==> config.mk <==
export PLATFORM = sky130hd
export DESIGN_NAME = fetch_unit
export DESIGN_NICKNAME = d
export VERILOG_FILES = /design/src/rtl/fetch_pkg.sv /design/src/rtl/fetch_fifo.sv /design/src/rtl/fetch_unit.sv
export SDC_FILE = /design/constraint.sdc
export NUM_CORES = 1
export LEC_CHECK = 0
export BUFFER_PORTS_ARGS = -buffer_cell sky130_fd_sc_hd__buf_2
export CAP_MARGIN = 0
export CORE_AREA = 8 8 144 146
export CTS_CLUSTER_DIAMETER = 100
export DETAILED_ROUTE_END_ITERATION = 10
export DIE_AREA = 0 0 152 154
export PLACE_DENSITY = 0.61
export SLEW_MARGIN = 20
export SYNTH_ARGS = -nofsm -noshare
export SYNTH_HDL_FRONTEND = slang
export SYNTH_SLANG_ARGS = --single-unit
==> constraint.sdc <==
create_clock -name clk -period 4.59 [get_ports clk]
set_input_delay 0.918 -clock clk [delete_from_list [all_inputs] [get_ports clk]]
set_output_delay 0.918 -clock clk [all_outputs]
set_load 0.02 [all_outputs]
==> src/rtl/fetch_pkg.sv <==
// fetch_pkg: shared widths, buffer depth and fetch state type for fetch_unit and fetch_fifo
package fetch_pkg;
  localparam int INST_W = 26;
  localparam int FIFO_DEPTH = 2;
  localparam int CNT_W = $clog2(FIFO_DEPTH + 1);
  typedef enum logic [1:0] {RUN, FLUSH, HALT} fetch_state_t;
endpackage

==> src/rtl/fetch_fifo.sv <==
// fetch_fifo: FIFO_DEPTH-entry {inst, pc} buffer; ports clk, rst_n, push/wdata/wpc, pop, flush, rdata/rpc head, count, full, empty
module fetch_fifo
  import fetch_pkg::*;
#(
  parameter int AW = 16
) (
  input  logic              clk,
  input  logic              rst_n,
  input  logic              push,
  input  logic              pop,
  input  logic              flush,
  input  logic [INST_W-1:0] wdata,
  input  logic [AW-1:0]     wpc,
  output logic [INST_W-1:0] rdata,
  output logic [AW-1:0]     rpc,
  output logic [CNT_W-1:0]  count,
  output logic              full,
  output logic              empty
);
  localparam int PW = $clog2(FIFO_DEPTH);
  logic [INST_W-1:0] mem_d [FIFO_DEPTH];
  logic [AW-1:0]     mem_p [FIFO_DEPTH];
  logic [PW-1:0]     wp, rp;
  function automatic logic [PW-1:0] nxt(input logic [PW-1:0] p);
    return (int'(p) == FIFO_DEPTH - 1) ? '0 : p + 1'b1;
  endfunction
  always_ff @(posedge clk or negedge rst_n)
    if (!rst_n) begin
      for (int i = 0; i < FIFO_DEPTH; i++) begin
        mem_d[i] <= '0;
        mem_p[i] <= '0;
      end
      wp <= '0;
      rp <= '0;
      count <= '0;
    end else if (flush) begin
      wp <= '0;
      rp <= '0;
      count <= '0;
    end else begin
      if (push) begin
        mem_d[wp] <= wdata;
        mem_p[wp] <= wpc;
        wp <= nxt(wp);
      end
      if (pop) rp <= nxt(rp);
      count <= count + CNT_W'(push) - CNT_W'(pop);
    end
  assign rdata = mem_d[rp];
  assign rpc = mem_p[rp];
  assign full = count == CNT_W'(FIFO_DEPTH);
  assign empty = count == '0;
endmodule

==> src/rtl/fetch_unit.sv <==
// fetch_unit: credit-limited in-order instruction fetch; clk, rst_n, imem_req/addr/ready/rvalid/rdata, inst_valid/inst/inst_pc with dec_ready, redirect_valid/pc; FETCH_HALT_EN halts on 26'h3FFFFFF
module fetch_unit
  import fetch_pkg::*;
#(
  parameter int              ADDR_W   = 16,
  parameter logic [ADDR_W-1:0] RESET_PC = '0
) (
  input  logic              clk,
  input  logic              rst_n,
  output logic              imem_req,
  output logic [ADDR_W-1:0] imem_addr,
  input  logic              imem_ready,
  input  logic              imem_rvalid,
  input  logic [INST_W-1:0] imem_rdata,
  output logic              inst_valid,
  output logic [INST_W-1:0] inst,
  output logic [ADDR_W-1:0] inst_pc,
  input  logic              dec_ready,
  input  logic              redirect_valid,
  input  logic [ADDR_W-1:0] redirect_pc
);
  fetch_state_t      state, state_n;
  logic [ADDR_W-1:0] fetch_pc, resp_pc;
  logic [CNT_W-1:0]  outstanding, outstanding_n, count;
  logic              full, empty, push, pop, flush, halt_pop, acc, rsp, room;
  assign pop = inst_valid & dec_ready;
  assign rsp = imem_rvalid & (outstanding != '0);
  assign acc = imem_req & imem_ready;
  assign room = 32'(outstanding) + 32'(count) - 32'(pop) < FIFO_DEPTH;
  assign outstanding_n = outstanding + CNT_W'(acc) - CNT_W'(rsp);
`ifdef FETCH_HALT_EN
  assign halt_pop = pop & (&inst) & ~redirect_valid;
`else
  assign halt_pop = 1'b0;
`endif
  assign flush = redirect_valid | halt_pop;
  always_comb begin
    state_n = redirect_valid ? (outstanding_n != '0 ? FLUSH : RUN) :
              halt_pop ? HALT :
              (state == FLUSH && outstanding_n == '0) ? RUN : state;
    imem_req = rst_n && state == RUN && !redirect_valid && room;
    push = state == RUN && !redirect_valid && !halt_pop && rsp;
  end
  always_ff @(posedge clk or negedge rst_n)
    if (!rst_n) begin
      state <= RUN;
      fetch_pc <= RESET_PC;
      resp_pc <= RESET_PC;
      outstanding <= '0;
    end else begin
      state <= state_n;
      outstanding <= outstanding_n;
      fetch_pc <= redirect_valid ? redirect_pc : fetch_pc + ADDR_W'(acc);
      resp_pc <= redirect_valid ? redirect_pc : resp_pc + ADDR_W'(push);
    end
  assign imem_addr = fetch_pc;
  assign inst_valid = ~empty;
  fetch_fifo #(.AW(ADDR_W)) u_fifo (
    .clk(clk),
    .rst_n(rst_n),
    .push(push),
    .pop(pop),
    .flush(flush),
    .wdata(imem_rdata),
    .wpc(resp_pc),
    .rdata(inst),
    .rpc(inst_pc),
    .count(count),
    .full(full),
    .empty(empty)
  );
  a_stray_rvalid: assert property (@(posedge clk) disable iff (!rst_n) imem_rvalid |-> outstanding != '0);
  a_no_overflow: assert property (@(posedge clk) disable iff (!rst_n) push |-> !full || pop);
endmodule

==> results.sh <==
export IMPL_skew_ps=15.3
export IMPL_ys_seq_area_share_pct=52.8
export IMPL_crit_start="u_fifo.count[0]"
export IMPL_maxCapViolCount=0
export IMPL_r2r_slack_ps=900
export IMPL_grt_max_degree=53
export IMPL_path_class="register to primary output"
export IMPL_dp_slack_ps=553
export IMPL_grt_antenna_before_repair=0
export IMPL_die_area_um2=23400
export IMPL_vias_per_cell=4.77
export IMPL_fmax_mhz=271
export IMPL_drc_errors=0
export IMPL_synthAdderAreaFrac_pct=2.49
export IMPL_p_leak_nw=3.30
export IMPL_synth_cell_types=39
export IMPL_worst_pin_slew_ps=1060
export IMPL_setup_violations=0
export IMPL_vias=3768
export IMPL_synth_xor_area_share_pct=4.21
export IMPL_root_buffer="clkbuf_16"
export IMPL_clk_latency_ps=410
export IMPL_ir_drop_v=0.000252
export IMPL_startpoint_type="register"
export IMPL_yosysWarnings=0
export IMPL_start_util_pct=31.6
export IMPL_report_final_slew_viol_count=0
export IMPL_cts_sinks=123
export IMPL_clkTransAtPathRegs_ps=60
export IMPL_gp_congestion=0.838
export IMPL_setup_tns_ps=0
export IMPL_clockBufferDepth=2
export IMPL_finalHoldViolCount=0
export IMPL_grt_pass1_wl_mm=21.6
export IMPL_die_w_um=152
export IMPL_first_pass_iters=4
export IMPL_cp_arrival_ps=2780
export IMPL_die_y_um=154
export IMPL_cts_resized=0
export IMPL_hpwl_mm=9.27
export IMPL_r2r_end="imem_addr[14]"
export IMPL_muxShareOfSynthArea_pct=28.0
export IMPL_rsz0062_at_grt="false"
export IMPL_powerDensity_nw_per_um2=664
export IMPL_yosys_area_share_simple_pct=7.28
export IMPL_routedWlPerCell_um=16.5
export IMPL_crit_reg2reg_launch="u_fifo.count[0]"
export IMPL_min_period_ps=3690
export IMPL_syn_avg_cell_area_um2=13.3
export IMPL_htreeDepth=4
export IMPL_cts_tree="yes"
export IMPL_ios=108
export IMPL_numCtsBuffers=17
export IMPL_crit_fanout=3
export IMPL_row_count=50
export IMPL_wl_mm=13.0
export IMPL_crit_required_ps=3670
export IMPL_holdBufCountCts=0
export IMPL_core_um2=18500
export IMPL_synth_cell_area_um2=5830
export IMPL_r2r_cells=14
export IMPL_nFillCells=1769
export IMPL_syn_nets=496
export IMPL_outcome="completed"
export IMPL_nNetsFinal=603
export IMPL_overflow=0
export IMPL_period_share_pct=80.5
export IMPL_drive_above_1_share_pct=52.9
export IMPL_synth_seq_cells=123
export IMPL_grtUsageTotal_pct=11.4
export IMPL_synth_compound_area_share_pct=2.55
export IMPL_initialDrtViolationCount=135
export IMPL_min_path_type="input port to async pin"
export IMPL_synth_cells=437
export IMPL_cts_setup_buffers=0
export IMPL_grt_pass1_vias=4186
export IMPL_crit_end="imem_req"
export IMPL_slew_headroom_pct=29.3
export IMPL_ant_nets=0
export IMPL_crit_path_end_kind="primary output"
export IMPL_portBuffers=107
export IMPL_synth_top_family_by_area="multiplexers"
export IMPL_dpl_cell_count=759
export IMPL_diodes=0
export IMPL_fin_cells=790
export IMPL_setup_ws_ps=897
export IMPL_syn2layout_area_growth_pct=22.9
==> cell families after synthesis <==
logic type | count (synthesis)
multiplexers | 145
flip-flops | 123
AND/OR/NAND/NOR | 69
buffers and inverters | 38
XOR/XNOR | 28
AO/OA/AOI/OAI | 23
adder cells (fa/ha/maj) | 11
==> cells in the mapped netlist (all sizes together) <==
cell type	number	area share (%)
a21o	1	0.13
a21oi	5	0.43
a31oi	2	0.21
a41oi	1	0.15
and2	2	0.21
and3	4	0.43
and3b	1	0.15
and4	4	0.60
buf	13	1.1
clkbuf	9	0.58
dfrtp	123	53
fa	1	0.34
ha	10	2.1
inv	16	1.0
mux2	144	28
mux2i	1	0.17
nand2	10	0.64
nand2b	3	0.32
nand3	6	0.73
nand3b	1	0.13
nand4	9	1.2
nor2	12	0.77
nor2b	3	0.32
nor3	5	0.52
nor4	6	0.90
o211ai	1	0.13
o21a	6	0.77
o21ai	6	0.58
o31a	1	0.15
or2	2	0.21
or3	1	0.11
xnor2	18	2.7
xor2	10	1.5
==> state kept, by name (all words and copies together), names as in the netlist <==
| signal | cells |
|---|---|
| u_fifo.mem_p | 32 |
| u_fifo.rp | 1 |
| u_fifo.mem_d | 52 |
| u_fifo.wp | 1 |
| state | 1 |
| u_fifo.count | 2 |
| imem_addr | 16 |
| outstanding | 2 |
| resp_pc | 16 |
==> cell type report <==
class | count | area [um2] | share of cell area, %
Sequential cell | 123 | 3080 | 43.0
Tap cell | 234 | 293 | 4.09
Clock inverter | 12 | 114 | 1.59
Inverter | 16 | 60.1 | 0.839
Multi-Input combinational cell | 276 | 2600 | 36.3
Timing Repair Buffer | 110 | 561 | 7.83
Clock buffer | 19 | 453 | 6.32
==> placed cells by master, fill, tap and decap left out, drive strengths merged <==
cell type,count
mux2,144
dfrtp,123
buf,110
inv,20
clkbuf,19
xnor2,18
nor2,12
xor2,10
ha,10
nand2,10
nand4,9
o21a,6
nor4,6
nand3,6
o21ai,6
a21oi,5
nor3,5
and4,4
and3,4
clkinvlp,4
nor2b,3
nand2b,3
clkinv,3
or2,2
and2,2
a31oi,2
and3b,1
o211ai,1
nand3b,1
mux2i,1
o31a,1
a21o,1
a41oi,1
or3,1
fa,1
bufinv,1
==> worst max-delay path: stages, from the launching register on <==
cell and delay [ps]:
dfrtp_1 370, or2_2 310, and2_1 190, ha_1 320, nor2b_1 70, fa_1 380
or2_2 290, a21oi_1 240, buf_2 220
==> through the flow <==
| stage | area, um2 | util [%] | power, W | hold slack [ps] |
|---|---|---|---|---|
| 3_5_place_dp | 6590 | 35.7 | 0.00355 | 487 |
| 3_3_place_gp | 6590 | 35.7 | 0.00346 | 481 |
| 6_report | 7160 | 38.8 | 0.00475 | 463 |
| 4_1_cts | 7160 | 38.8 | 0.00484 | 462 |
| 5_1_grt | 7160 | 38.8 | 0.00506 | 478 |
| 2_1_floorplan | 5830 | - | 0.00297 | 474 |
==> worst min-delay path by stage <==
| stage | from | to | slack [ps] | cells after the start |
|---|---|---|---|---|
| detailed placement | u_fifo.mem_d[24] | u_fifo.mem_d[24] | 490 | 1 |
| floorplan | u_fifo.mem_d[7] | u_fifo.mem_d[7] | 470 | 1 |
| global placement | u_fifo.mem_d[5] | u_fifo.mem_d[5] | 480 | 1 |
| global route | rst_n | u_fifo.mem_p[27] | 480 | 1 |
| finish | rst_n | u_fifo.mem_p[27] | 460 | 1 |
| CTS | rst_n | u_fifo.mem_p[11] | 460 | 1 |
==> per-layer routing <==
metal,share of wire (%),vias to the layer above,GRT usage (%)
li1,-,1768,-
met1,44,1901,13.6
met2,50,83,19.3
met3,4.7,16,3.67
met4,1.2,0,3.47
met5,0,-,0
==> report_power, final <==
| group | internal (W) | switching (W) | total, W |
|---|---|---|---|
| Sequential | 0.00149 | 0.000291 | 0.00178 |
| Combinational | 0.000852 | 0.000856 | 0.00171 |
| Clock | 0.000775 | 0.000491 | 0.00127 |
| Total | 0.00312 | 0.00164 | 0.00475 |
Power figures use the tool's default switching activity.
